<file path="src/rtl/instr_encoder_pkg.sv">
// Shared types and constants for the RV32I instruction encoder: format codes,
// FSM states, request record and per-format immediate ranges.
package instr_encoder_pkg;

  // Same encoding as the extender's Imm_src select.
  typedef enum logic [1:0] {
    FMT_I = 2'b00,
    FMT_S = 2'b01,
    FMT_B = 2'b10,
    FMT_J = 2'b11
  } fmt_e;

  typedef enum logic [1:0] {
    ST_IDLE   = 2'b00,
    ST_ENCODE = 2'b01,
    ST_WRITE  = 2'b10,
    ST_ERROR  = 2'b11
  } state_e;

  typedef struct packed {
    fmt_e        fmt;
    logic [6:0]  opcode;
    logic [4:0]  rd;
    logic [4:0]  rs1;
    logic [4:0]  rs2;
    logic [2:0]  funct3;
    logic [31:0] imm;
  } req_t;

  localparam int IMM_IS_MIN = -2048;
  localparam int IMM_IS_MAX = 2047;
  localparam int IMM_B_MIN  = -4096;
  localparam int IMM_B_MAX  = 4094;
  localparam int IMM_J_MIN  = -1048576;
  localparam int IMM_J_MAX  = 1048574;

endpackage

</file>
<file path="src/rtl/instr_encoder_if.sv">
// Request port (decoded fields in) and instruction-memory write port.
interface instr_encoder_if #(parameter int ADDR_WIDTH = 10);
  logic                  in_valid;
  logic                  in_ready;
  logic [1:0]            in_fmt;
  logic [6:0]            in_opcode;
  logic [4:0]            in_rd;
  logic [4:0]            in_rs1;
  logic [4:0]            in_rs2;
  logic [2:0]            in_funct3;
  logic [31:0]           in_imm;
  logic                  mem_we;
  logic                  mem_ready;
  logic [ADDR_WIDTH-1:0] mem_addr;
  logic [31:0]           mem_wdata;

  modport slave (
    input  in_valid, in_fmt, in_opcode, in_rd, in_rs1, in_rs2, in_funct3, in_imm,
    input  mem_ready,
    output in_ready, mem_we, mem_addr, mem_wdata
  );

  modport master (
    output in_valid, in_fmt, in_opcode, in_rd, in_rs1, in_rs2, in_funct3, in_imm,
    output mem_ready,
    input  in_ready, mem_we, mem_addr, mem_wdata
  );
endinterface

</file>
<file path="src/rtl/instr_encoder_imm_pack.sv">
// Combinational RV32I packer: scatters the immediate into the format's bit
// positions and flags immediates that the format cannot represent.
module imm_pack
  import instr_encoder_pkg::*;
(
  input  req_t        req_i,
  output logic [31:0] word_o,
  output logic        legal_o
);
  logic signed [31:0] s;
  logic [31:0]        im;

  always_comb begin
    im      = req_i.imm;
    s       = $signed(req_i.imm);
    word_o  = '0;
    legal_o = 1'b0;
    case (req_i.fmt)
      FMT_I: begin
        word_o  = {im[11:0], req_i.rs1, req_i.funct3, req_i.rd, req_i.opcode};
        legal_o = (s >= IMM_IS_MIN) && (s <= IMM_IS_MAX);
      end
      FMT_S: begin
        word_o  = {im[11:5], req_i.rs2, req_i.rs1, req_i.funct3, im[4:0], req_i.opcode};
        legal_o = (s >= IMM_IS_MIN) && (s <= IMM_IS_MAX);
      end
      FMT_B: begin
        word_o  = {im[12], im[10:5], req_i.rs2, req_i.rs1, req_i.funct3,
                   im[4:1], im[11], req_i.opcode};
        legal_o = (s >= IMM_B_MIN) && (s <= IMM_B_MAX) && !im[0];
      end
      FMT_J: begin
        word_o  = {im[20], im[10:1], im[11], im[19:12], req_i.rd, req_i.opcode};
        legal_o = (s >= IMM_J_MIN) && (s <= IMM_J_MAX) && !im[0];
      end
      default: ;
    endcase
  end
endmodule

</file>
<file path="src/rtl/instr_encoder.sv">
// Accepts decoded fields, encodes one RV32I word per request and streams it
// into instruction memory at consecutive word addresses.
module instr_encoder
  import instr_encoder_pkg::*;
#(
  parameter int                    ADDR_WIDTH = 10,
  parameter logic [ADDR_WIDTH-1:0] BASE_ADDR  = '0
) (
  input  logic                  clk,
  input  logic                  rst_n,
  input  logic                  clear,
  instr_encoder_if.slave        bus,
  output logic                  err,
  output logic [ADDR_WIDTH-2:0] word_count,
  output logic                  full
);
  localparam int                  CW  = ADDR_WIDTH - 1;
  localparam logic [CW-1:0]       CAP = CW'(2 ** (ADDR_WIDTH - 2));

  state_e                state_q, state_d;
  req_t                  req_q;
  logic [31:0]           wdata_q;
  logic [ADDR_WIDTH-1:0] addr_q;
  logic [CW-1:0]         cnt_q;
  logic                  run_q;
  logic [31:0]           word;
  logic                  legal;
  logic                  accept;

  imm_pack u_pack (.req_i(req_q), .word_o(word), .legal_o(legal));

  assign full          = (cnt_q == CAP);
  // run_q keeps in_ready low while reset is (or has just been) asserted.
  assign bus.in_ready  = run_q && (state_q == ST_IDLE) && !full && !clear;
  assign accept        = bus.in_ready && bus.in_valid;
  assign bus.mem_we    = (state_q == ST_WRITE);
  assign bus.mem_addr  = addr_q;
  assign bus.mem_wdata = wdata_q;
  assign err           = (state_q == ST_ERROR);
  assign word_count    = cnt_q;

  always_comb begin
    state_d = state_q;
    case (state_q)
      ST_IDLE:   if (accept) state_d = ST_ENCODE;
      ST_ENCODE: state_d = legal ? ST_WRITE : ST_ERROR;
      ST_WRITE:  if (bus.mem_ready) state_d = ST_IDLE;
      ST_ERROR:  state_d = ST_IDLE;
      default:   state_d = ST_IDLE;
    endcase
  end

  always_ff @(posedge clk or negedge rst_n) begin
    if (!rst_n) begin
      state_q <= ST_IDLE;
      req_q   <= '0;
      wdata_q <= '0;
      addr_q  <= BASE_ADDR;
      cnt_q   <= '0;
      run_q   <= 1'b0;
    end else begin
      run_q   <= 1'b1;
      state_q <= state_d;
      if (accept)
        req_q <= '{fmt: fmt_e'(bus.in_fmt), opcode: bus.in_opcode, rd: bus.in_rd,
                   rs1: bus.in_rs1, rs2: bus.in_rs2, funct3: bus.in_funct3,
                   imm: bus.in_imm};
      if (state_q == ST_ENCODE) wdata_q <= word;
      if (state_q == ST_WRITE && bus.mem_ready) begin
        addr_q <= addr_q + ADDR_WIDTH'(4);
        cnt_q  <= cnt_q + CW'(1);
      end else if (state_q == ST_IDLE && clear) begin
        addr_q <= BASE_ADDR;
        cnt_q  <= '0;
      end
    end
  end
endmodule
</file>
<file path="src/flat_wrapper.sv">
// flat-port wrapper written by rule: the top's interface ports become plain ports
module instr_encoder_flat import instr_encoder_pkg::*;
#(
  parameter int                    ADDR_WIDTH = 10,
  parameter logic [ADDR_WIDTH-1:0] BASE_ADDR  = '0
)
  (clk, rst_n, clear, err, word_count, full, bus_in_valid, bus_in_fmt, bus_in_opcode, bus_in_rd, bus_in_rs1, bus_in_rs2, bus_in_funct3, bus_in_imm, bus_mem_ready, bus_in_ready, bus_mem_we, bus_mem_addr, bus_mem_wdata);
  instr_encoder_if #(.ADDR_WIDTH(ADDR_WIDTH)) bus_i ();
  input  logic clk;
  input  logic rst_n;
  input  logic clear;
  output logic err;
  output logic [ADDR_WIDTH-2:0] word_count;
  output logic full;
  input wire logic [$bits(bus_i.in_valid)-1:0] bus_in_valid;
  input wire logic [$bits(bus_i.in_fmt)-1:0] bus_in_fmt;
  input wire logic [$bits(bus_i.in_opcode)-1:0] bus_in_opcode;
  input wire logic [$bits(bus_i.in_rd)-1:0] bus_in_rd;
  input wire logic [$bits(bus_i.in_rs1)-1:0] bus_in_rs1;
  input wire logic [$bits(bus_i.in_rs2)-1:0] bus_in_rs2;
  input wire logic [$bits(bus_i.in_funct3)-1:0] bus_in_funct3;
  input wire logic [$bits(bus_i.in_imm)-1:0] bus_in_imm;
  input wire logic [$bits(bus_i.mem_ready)-1:0] bus_mem_ready;
  output wire logic [$bits(bus_i.in_ready)-1:0] bus_in_ready;
  output wire logic [$bits(bus_i.mem_we)-1:0] bus_mem_we;
  output wire logic [$bits(bus_i.mem_addr)-1:0] bus_mem_addr;
  output wire logic [$bits(bus_i.mem_wdata)-1:0] bus_mem_wdata;
  assign bus_i.in_valid = bus_in_valid;
  assign bus_i.in_fmt = bus_in_fmt;
  assign bus_i.in_opcode = bus_in_opcode;
  assign bus_i.in_rd = bus_in_rd;
  assign bus_i.in_rs1 = bus_in_rs1;
  assign bus_i.in_rs2 = bus_in_rs2;
  assign bus_i.in_funct3 = bus_in_funct3;
  assign bus_i.in_imm = bus_in_imm;
  assign bus_i.mem_ready = bus_mem_ready;
  assign bus_in_ready = bus_i.in_ready;
  assign bus_mem_we = bus_i.mem_we;
  assign bus_mem_addr = bus_i.mem_addr;
  assign bus_mem_wdata = bus_i.mem_wdata;
  instr_encoder #(.ADDR_WIDTH(ADDR_WIDTH), .BASE_ADDR(BASE_ADDR)) u_core (.clk(clk), .rst_n(rst_n), .clear(clear), .bus(bus_i), .err(err), .word_count(word_count), .full(full));
endmodule
</file>
<file path="config.mk">
export PLATFORM = sky130hd
export DESIGN_NAME = instr_encoder_flat
export DESIGN_NICKNAME = d
export VERILOG_FILES = /design/src/rtl/instr_encoder_pkg.sv /design/src/rtl/instr_encoder_if.sv /design/src/rtl/instr_encoder_imm_pack.sv /design/src/rtl/instr_encoder.sv /design/src/flat_wrapper.sv
export SDC_FILE = /design/constraint.sdc
export NUM_CORES = 1
export LEC_CHECK = 0
export ABC_AREA = 1
export ABC_CLOCK_PERIOD_IN_PS = 1600
export BUFFER_PORTS_ARGS = -buffer_cell sky130_fd_sc_hd__buf_2
export CAP_MARGIN = 20
export CORE_AREA = 2 2 106 108
export CTS_CLUSTER_SIZE = 25
export DETAILED_ROUTE_END_ITERATION = 6
export DIE_AREA = 0 0 108 110
export GPL_TIMING_DRIVEN = 0
export PLACE_DENSITY = 0.73
export SYNTH_ARGS = -nofsm -noshare
export SYNTH_HDL_FRONTEND = slang
export SYNTH_SLANG_ARGS = --single-unit
</file>
<file path="constraint.sdc">
create_clock -name clk -period 1.6 [get_ports clk]
set_clock_uncertainty 0.05 [all_clocks]
set_input_delay 0.24 -clock clk [delete_from_list [all_inputs] [get_ports clk]]
set_output_delay 0.24 -clock clk [all_outputs]
set_load 0.05 [all_outputs]
</file>
==> results.tsv, run 1 <==
stage	metric	value	unit
layout	area_growth	42.5	%
worst_hold_path	hp-class	primary input to register	
worst_setup_path	worstPathArrival	1720	ps
yosys	yosys.cell_types.count	30	
layout	stdcell_area	7120	um^2
layout	n_antenna_cell	0	
pwr	irDropWorstVdd	1100	uV
worst_setup_path	path_class	register to output pin	
clock_network	cts.sinks	111	
yosys	ys_ff_latch	111	
worst_setup_path	r2r_slack	-400	ps
placement	dpl_cell_area	5890	um^2
global_routing	grt_pass1_wl	21700	um
global_routing	antenna_found_initial	0	
timing	worst_slew_pin_slew	689	ps
timing	rsz0062_at_grt	true	
global_routing	grt_overflow_total	0	
floorplanning	initial_core_util	46.7	%
yosys	ys_seq_area_share	55.6	%
clock_network	clk_pin_slew	100	ps
worst_hold_path	min_from	bus_mem_ready	
worst_hold_path	holdPathEnd	u_core.state_q[1]$_DFFE_PN0P_	
clock_network	clock_latency	380	ps
layout	fin_util	66.6	%
worst_hold_path	holdPathStages	2	
yosys	synth_area_per_cell	8.34	um^2
worst_setup_path	r2r-end	u_core.req_q[31]$_DFFE_PN0P_	
global_routing	globalRouteTotalUtil	23.9	%
run_status	violations	negative setup slack	
worst_setup_path	crit_family	simple AND/OR/NAND/NOR gates	
drt	ant_nets	0	
timing	slew_violations	0	
timing	min_period	2010	ps
floorplanning	ios	119	
placement	hpwl	9180	um
floorplanning	rows	38	
drt	firstDrtPassIters	5	
timing	fmax	498	MHz
clock_network	clk_path_buf_depth	2	
timing	worst_slack	-409	ps
worst_setup_path	slowest_delay	460	ps
layout	multiInputGateArea	2180	um^2
job	drv_cap	0	
placement	port_buffers	116	
clock_network	cts_made_buffers	9	
yosys	syn-cell-area	5000	um^2
drt	wire_per_inst	16.4	um
clock_network	root_buffer	clkbuf_8	
worst_setup_path	cp_num_buf_inv	3	
layout	nNetsFinal	824	
worst_setup_path	worst_path_max_delay_cell	dfrtp_2	
worst_setup_path	end_kind	output pin	
worst_setup_path	crit_required	1310	ps
clock_network	tritoncts	built	
placement	preCtsSetupSlack	-316	ps
worst_setup_path	r2r-start	u_core.word_count[3]$_DFFE_PN0P_	
floorplanning	die_x	108	um
worst_setup_path	crit_path_start_kind	register	
layout	nFillCells	865	
drt	drc_errors	0	
pwr	p_total	13.3	mW
drt	viasPerCell	5.21	
drt	wl	14800	um
global_routing	grt_max_degree	61	
yosys	syn_inst	599	
clock_network	cts.htree.levels	3	
timing	fin_crit_sh	126	%
pwr	p_leak	3.60	nW
layout	regArea	2790	um^2
yosys	synth-warning-count	0	
floorplanning	core_area	10700	um^2
placement	place_congestion	0.874	
global_routing	grt_pass1_vias	4614	
timing	setup_viol	73	
timing	finalHoldViolations	0	
floorplanning	die_y	110	um
run_status	status	finished, violations left	
floorplanning	die_area	11900	um^2
worst_setup_path	critPathMaxFanout	5	
worst_setup_path	rr_worst_depth	11	
pwr	powerDensity	1870	nW/um^2
timing	slew_headroom	54.1	%
layout	final_layout_size_suffix_gt1_share	40.7	%
worst_setup_path	path_cells	nor4_2 -> inv_1 -> or2_4 -> clkinvlp_4 -> nor3_4 -> buf_6	
drt	drt_iter0_markers	302	
drt	vias	4697	
## sequential cells by signal, summed over array words and instances (netlist names)
name and cells:
u_core.req_q 59, u_core.bus.mem_wdata 32, u_core.word_count 9, u_core.bus.mem_addr 8, u_core.state_q 2, u_core.run_q 1
## placed cells by master, fill, tap and decap left out, types with 8 or more instances in the layout
cell / netlist / final
dfrtp_1: 111 / 100
o21ai_1: 7 / 16
nor2_4: 0 / 16
nand3_1: 12 / 12
clkbuf_8: 0 / 10
inv_1: 92 / 87
buf_12: 0 / 10
buf_4: 5 / 9
nand2_2: 0 / 18
buf_2: 9 / 115
nand2_1: 106 / 80
nor2_2: 0 / 11
buf_8: 0 / 12
dfrtp_2: 0 / 11
o21ai_2: 0 / 12
nand2_4: 0 / 8
a21oi_2: 10 / 32
o21ai_0: 81 / 60
nor2_1: 88 / 61
## worst max path at each step
stage	startpoint	end	slack (ps)	cells past startpoint
after floorplan	u_core.word_count[0]$_DFFE_PN0P_	bus_in_ready	-450	6
after global placement	rst_n	u_core.word_count[7]$_DFFE_PN0P_	-1200	1
after detailed placement	u_core.word_count[4]$_DFFE_PN0P_	u_core.req_q[17]$_DFFE_PN0P_	-320	8
after CTS	u_core.word_count[6]$_DFFE_PN0P_	bus_in_ready	-400	6
after global routing	u_core.word_count[4]$_DFFE_PN0P_	bus_in_ready	-440	6
final	u_core.word_count[3]$_DFFE_PN0P_	bus_in_ready	-410	6
## stage by stage
stage / hold WS (ps) / setup TNS (ps) / cells
2_1_floorplan: -106 / -8000 / 600
3_3_place_gp: 409 / -123600 / 856
3_5_place_dp: 275 / -16880 / 857
4_1_cts: 1.01 / -20380 / 897
5_1_grt: -0.191 / -24530 / 901
6_report: 8.12 / -20440 / 901
## where the power goes
group / internal (mW) / leakage, nW / switching [mW] / total (mW)
logic: 2.08 / 2.17 / 4.35 / 6.43
registers: 4.04 / 1.32 / 0.949 / 4.99
clock network: 0.920 / 0.109 / 0.959 / 1.88
total: 7.04 / 3.60 / 6.26 / 13.3
## cell usage after synthesis
| master | count | area, um^2 |
|---|---|---|
| o211ai_1 | 1 | 7.51 |
| a31oi_1 | 1 | 6.26 |
| o22ai_1 | 6 | 37.5 |
| nand3_2 | 1 | 10.0 |
| inv_1 | 92 | 345 |
| or2_1 | 1 | 6.26 |
| nand2_1 | 106 | 398 |
| conb_1 | 2 | 7.51 |
| buf_4 | 5 | 37.5 |
| a221oi_1 | 1 | 8.76 |
| a21oi_1 | 25 | 125 |
| o32ai_1 | 2 | 17.5 |
| o21ai_1 | 7 | 35.0 |
| a21oi_2 | 10 | 87.6 |
| ha_1 | 3 | 37.5 |
| nor4_1 | 1 | 6.26 |
| nor3_1 | 8 | 40.0 |
| o31ai_1 | 3 | 22.5 |
| xor2_1 | 1 | 8.76 |
| nand3_1 | 12 | 60.1 |
| nand4_1 | 5 | 31.3 |
| buf_2 | 9 | 45.0 |
| nor2_1 | 88 | 330 |
| clkbuf_1 | 8 | 30.0 |
| mux2i_1 | 1 | 10.0 |
| buf_6 | 3 | 33.8 |
| dfrtp_1 | 111 | 2780 |
| o21ai_0 | 81 | 405 |
| a211oi_1 | 3 | 22.5 |
| clkinv_1 | 2 | 7.51 |
## area by class of cell
type | instances | share of cell area [%]
plain buffers | 22 | 3.32
flip-flops and latches | 111 | 39.2
well taps | 140 | 2.46
repair buffers | 149 | 16.4
inverters | 94 | 5.08
clock buffers | 10 | 1.93
clock inverters | 5 | 1.14
multi-input cells | 370 | 30.5
## layer usage
layer  up-vias  share of wire, %  GRT usage, %
li1       2206                 -             -
met1      2263                41          30.2
met2       201                50          40.1
met3        27               6.3          3.88
met4         0               2.2          11.6
met5         -                 0             0
## repair_timing
item,in CTS,in global routing
pin swaps,3,13
setup endpoints to repair,105,109
resized for setup,43,142
hold endpoints to repair,51,0
hold buffers,1,0
setup buffers,15,9
gates cloned,10,3
## logic make-up (layout without fill, tap and decap cells)
kind of cell / after synthesis / in the layout / synth area share, %
compound gates: 140 / 140 / 15.5
xor+xnor: 1 / 1 / 0.175
fa+ha+maj: 3 / 3 / 0.751
buf+inv: 119 / 280 / 9.99
flops: 111 / 111 / 55.6
mux: 1 / 1 / 0.200
other cells: 2 / 3 / 0.150
simple gates: 222 / 222 / 17.6
No activity file was read; power rests on OpenSTA's default activity.
==> run 2, diff against run 1 <==
SKIP_CTS_REPAIR_TIMING = 1   (was unset)
==> results.tsv, run 2 (synthesis results as in run 1) <==
stage	metric	value	unit
floorplanning	core_area	10700	um^2
floorplanning	ios	119	
timing	finalHoldViolations	0	
run_status	violations	negative setup slack	
global_routing	grt_pass1_vias	4293	
timing	worst_slew_pin_slew	679	ps
drt	ant_nets	0	
floorplanning	rows	38	
global_routing	globalRouteTotalUtil	21.9	%
timing	fin_crit_sh	126	%
layout	final_cell_mix	buf_2, nand2_1, dfrtp_1, inv_1, nor2_1	
floorplanning	die_x	108	um
placement	dpl_cell_area	5890	um^2
floorplanning	die_area	11900	um^2
clock_network	root_buffer	clkbuf_8	
timing	rsz0062_at_grt	true	
layout	nFillCells	968	
placement	place_congestion	0.874	
layout	final_layout_size_suffix_gt1_share	27.9	%
layout	regMostFlops	u_core.req_q	
layout	stdcell_area	6480	um^2
placement	dp_cells	857	
clock_network	clk_path_buf_depth	2	
timing	slew_headroom	54.4	%
worst_setup_path	crit_path_start_kind	register	
timing	slew_violations	0	
worst_setup_path	rr_worst_depth	9	
drt	viasPerCell	5.08	
pwr	p_total	12.4	mW
layout	n_antenna_cell	0	
pwr	irDropWorstVdd	1050	uV
worst_setup_path	end_kind	output pin	
worst_setup_path	path_class	register to output pin	
layout	layout_commonest_cell	buf_2	
clock_network	clock_latency	380	ps
job	drv_cap	0	
drt	drc_errors	0	
global_routing	grt_max_degree	61	
placement	port_buffers	116	
layout	largest_reg_flops	59	
worst_setup_path	r2r-start	u_core.word_count[5]$_DFFE_PN0P_	
drt	drt_iter0_markers	325	
layout	fin_util	60.5	%
global_routing	grt_overflow_total	0	
layout	area_growth	29.6	%
drt	wl	13100	um
worst_setup_path	crit_required	1310	ps
pwr	powerDensity	1910	nW/um^2
layout	final_cells	886	
layout	nNetsFinal	809	
clock_network	clk_pin_slew	110	ps
timing	worst_slack	-420	ps
global_routing	antenna_found_initial	0	
worst_hold_path	holdPathStages	3	
timing	min_period	2020	ps
clock_network	cts.htree.levels	3	
clock_network	tritoncts	built	
worst_setup_path	worstPathArrival	1730	ps
floorplanning	die_y	110	um
floorplanning	initial_core_util	46.7	%
drt	vias	4503	
placement	hpwl	9180	um
worst_setup_path	critPathMaxFanout	4	
worst_hold_path	hp-class	primary input to register	
worst_hold_path	min_from	bus_in_funct3[2]	
clock_network	cts.sinks	111	
placement	preCtsSetupSlack	-316	ps
pwr	p_leak	3.43	nW
timing	setup_viol	73	
clock_network	cts_made_buffers	9	
drt	wire_per_inst	14.8	um
run_status	status	finished, violations left	
drt	firstDrtPassIters	5	
worst_setup_path	crit_path_start	u_core.word_count[5]$_DFFE_PN0P_	
global_routing	grt_pass1_wl	20100	um
timing	fmax	495	MHz
run 2: changes by cell type in the layout (fill, tap and decap cells not counted), moves of 15 or more:
cell | previous run | this run
nor2_1 | 61 | 85
nand2_2 | 18 | 1
nand2_1 | 80 | 104
a21oi_1 | 3 | 24
nor2_4 | 16 | 1
a21oi_2 | 32 | 11
run 2: cell type report:
type                            instances  area [um^2]  share of cell area [%]
Clock buffer                           10          138                    2.13
Multi-Input combinational cell        370         1800                    27.8
Clock inverter                          5         81.3                    1.26
Sequential cell                       111         2790                    43.1
Buffer                                 25          280                    4.33
Inverter                               94          357                    5.51
Tap cell                              140          175                    2.70
Timing Repair Buffer                  131          856                    13.2
run 2: metal layers:
metal  GRT usage [%]  routed length, um  vias to the layer above  part of all wire (%)
met5               0                  0                        -                     0
met4            8.97                288                        0                   2.2
met3            3.00                710                       21                   5.4
met2            36.6               6410                      143                    49
met1            28.9               5720                     2158                    44
li1                -                  -                     2181                     -
run 2: per-stage QoR:
step | hold WS [ps] | TNS, ps
6_report | 37.4 | -18440
5_1_grt | 32.0 | -23610
2_1_floorplan | -106 | -8000
3_3_place_gp | 409 | -123600
3_5_place_dp | 275 | -16880
4_1_cts | -137 | -19780
run 2: critical path: stages, from the launching register on:
cell and delay [ps]:
dfrtp_2 450, nor4_2 280, inv_1 70, or2_4 250, clkinvlp_4 100, nor3_4 40, buf_6 160
run 2: final timing paths:
check / to / slack [ps]
setup / recovery: bus_in_ready / -420
hold / removal: u_core.req_q[34]$_DFFE_PN0P_ / 40
setup reg to reg: u_core.req_q[17]$_DFFE_PN0P_ / -340
hold reg to reg: u_core.bus.mem_wdata[27]$_DFFE_PN0N_ / 440
max in group asynchronous: u_core.req_q[57]$_DFFE_PN0P_ / 370
min in group asynchronous: u_core.bus.mem_addr[4]$_DFFE_PN0P_ / 400
run 2: power breakdown:
| part | switching, mW | total [mW] | internal [mW] |
|---|---|---|---|
| combinational | 3.96 | 5.64 | 1.68 |
| sequential | 0.838 | 4.88 | 4.04 |
| clock | 0.956 | 1.88 | 0.920 |
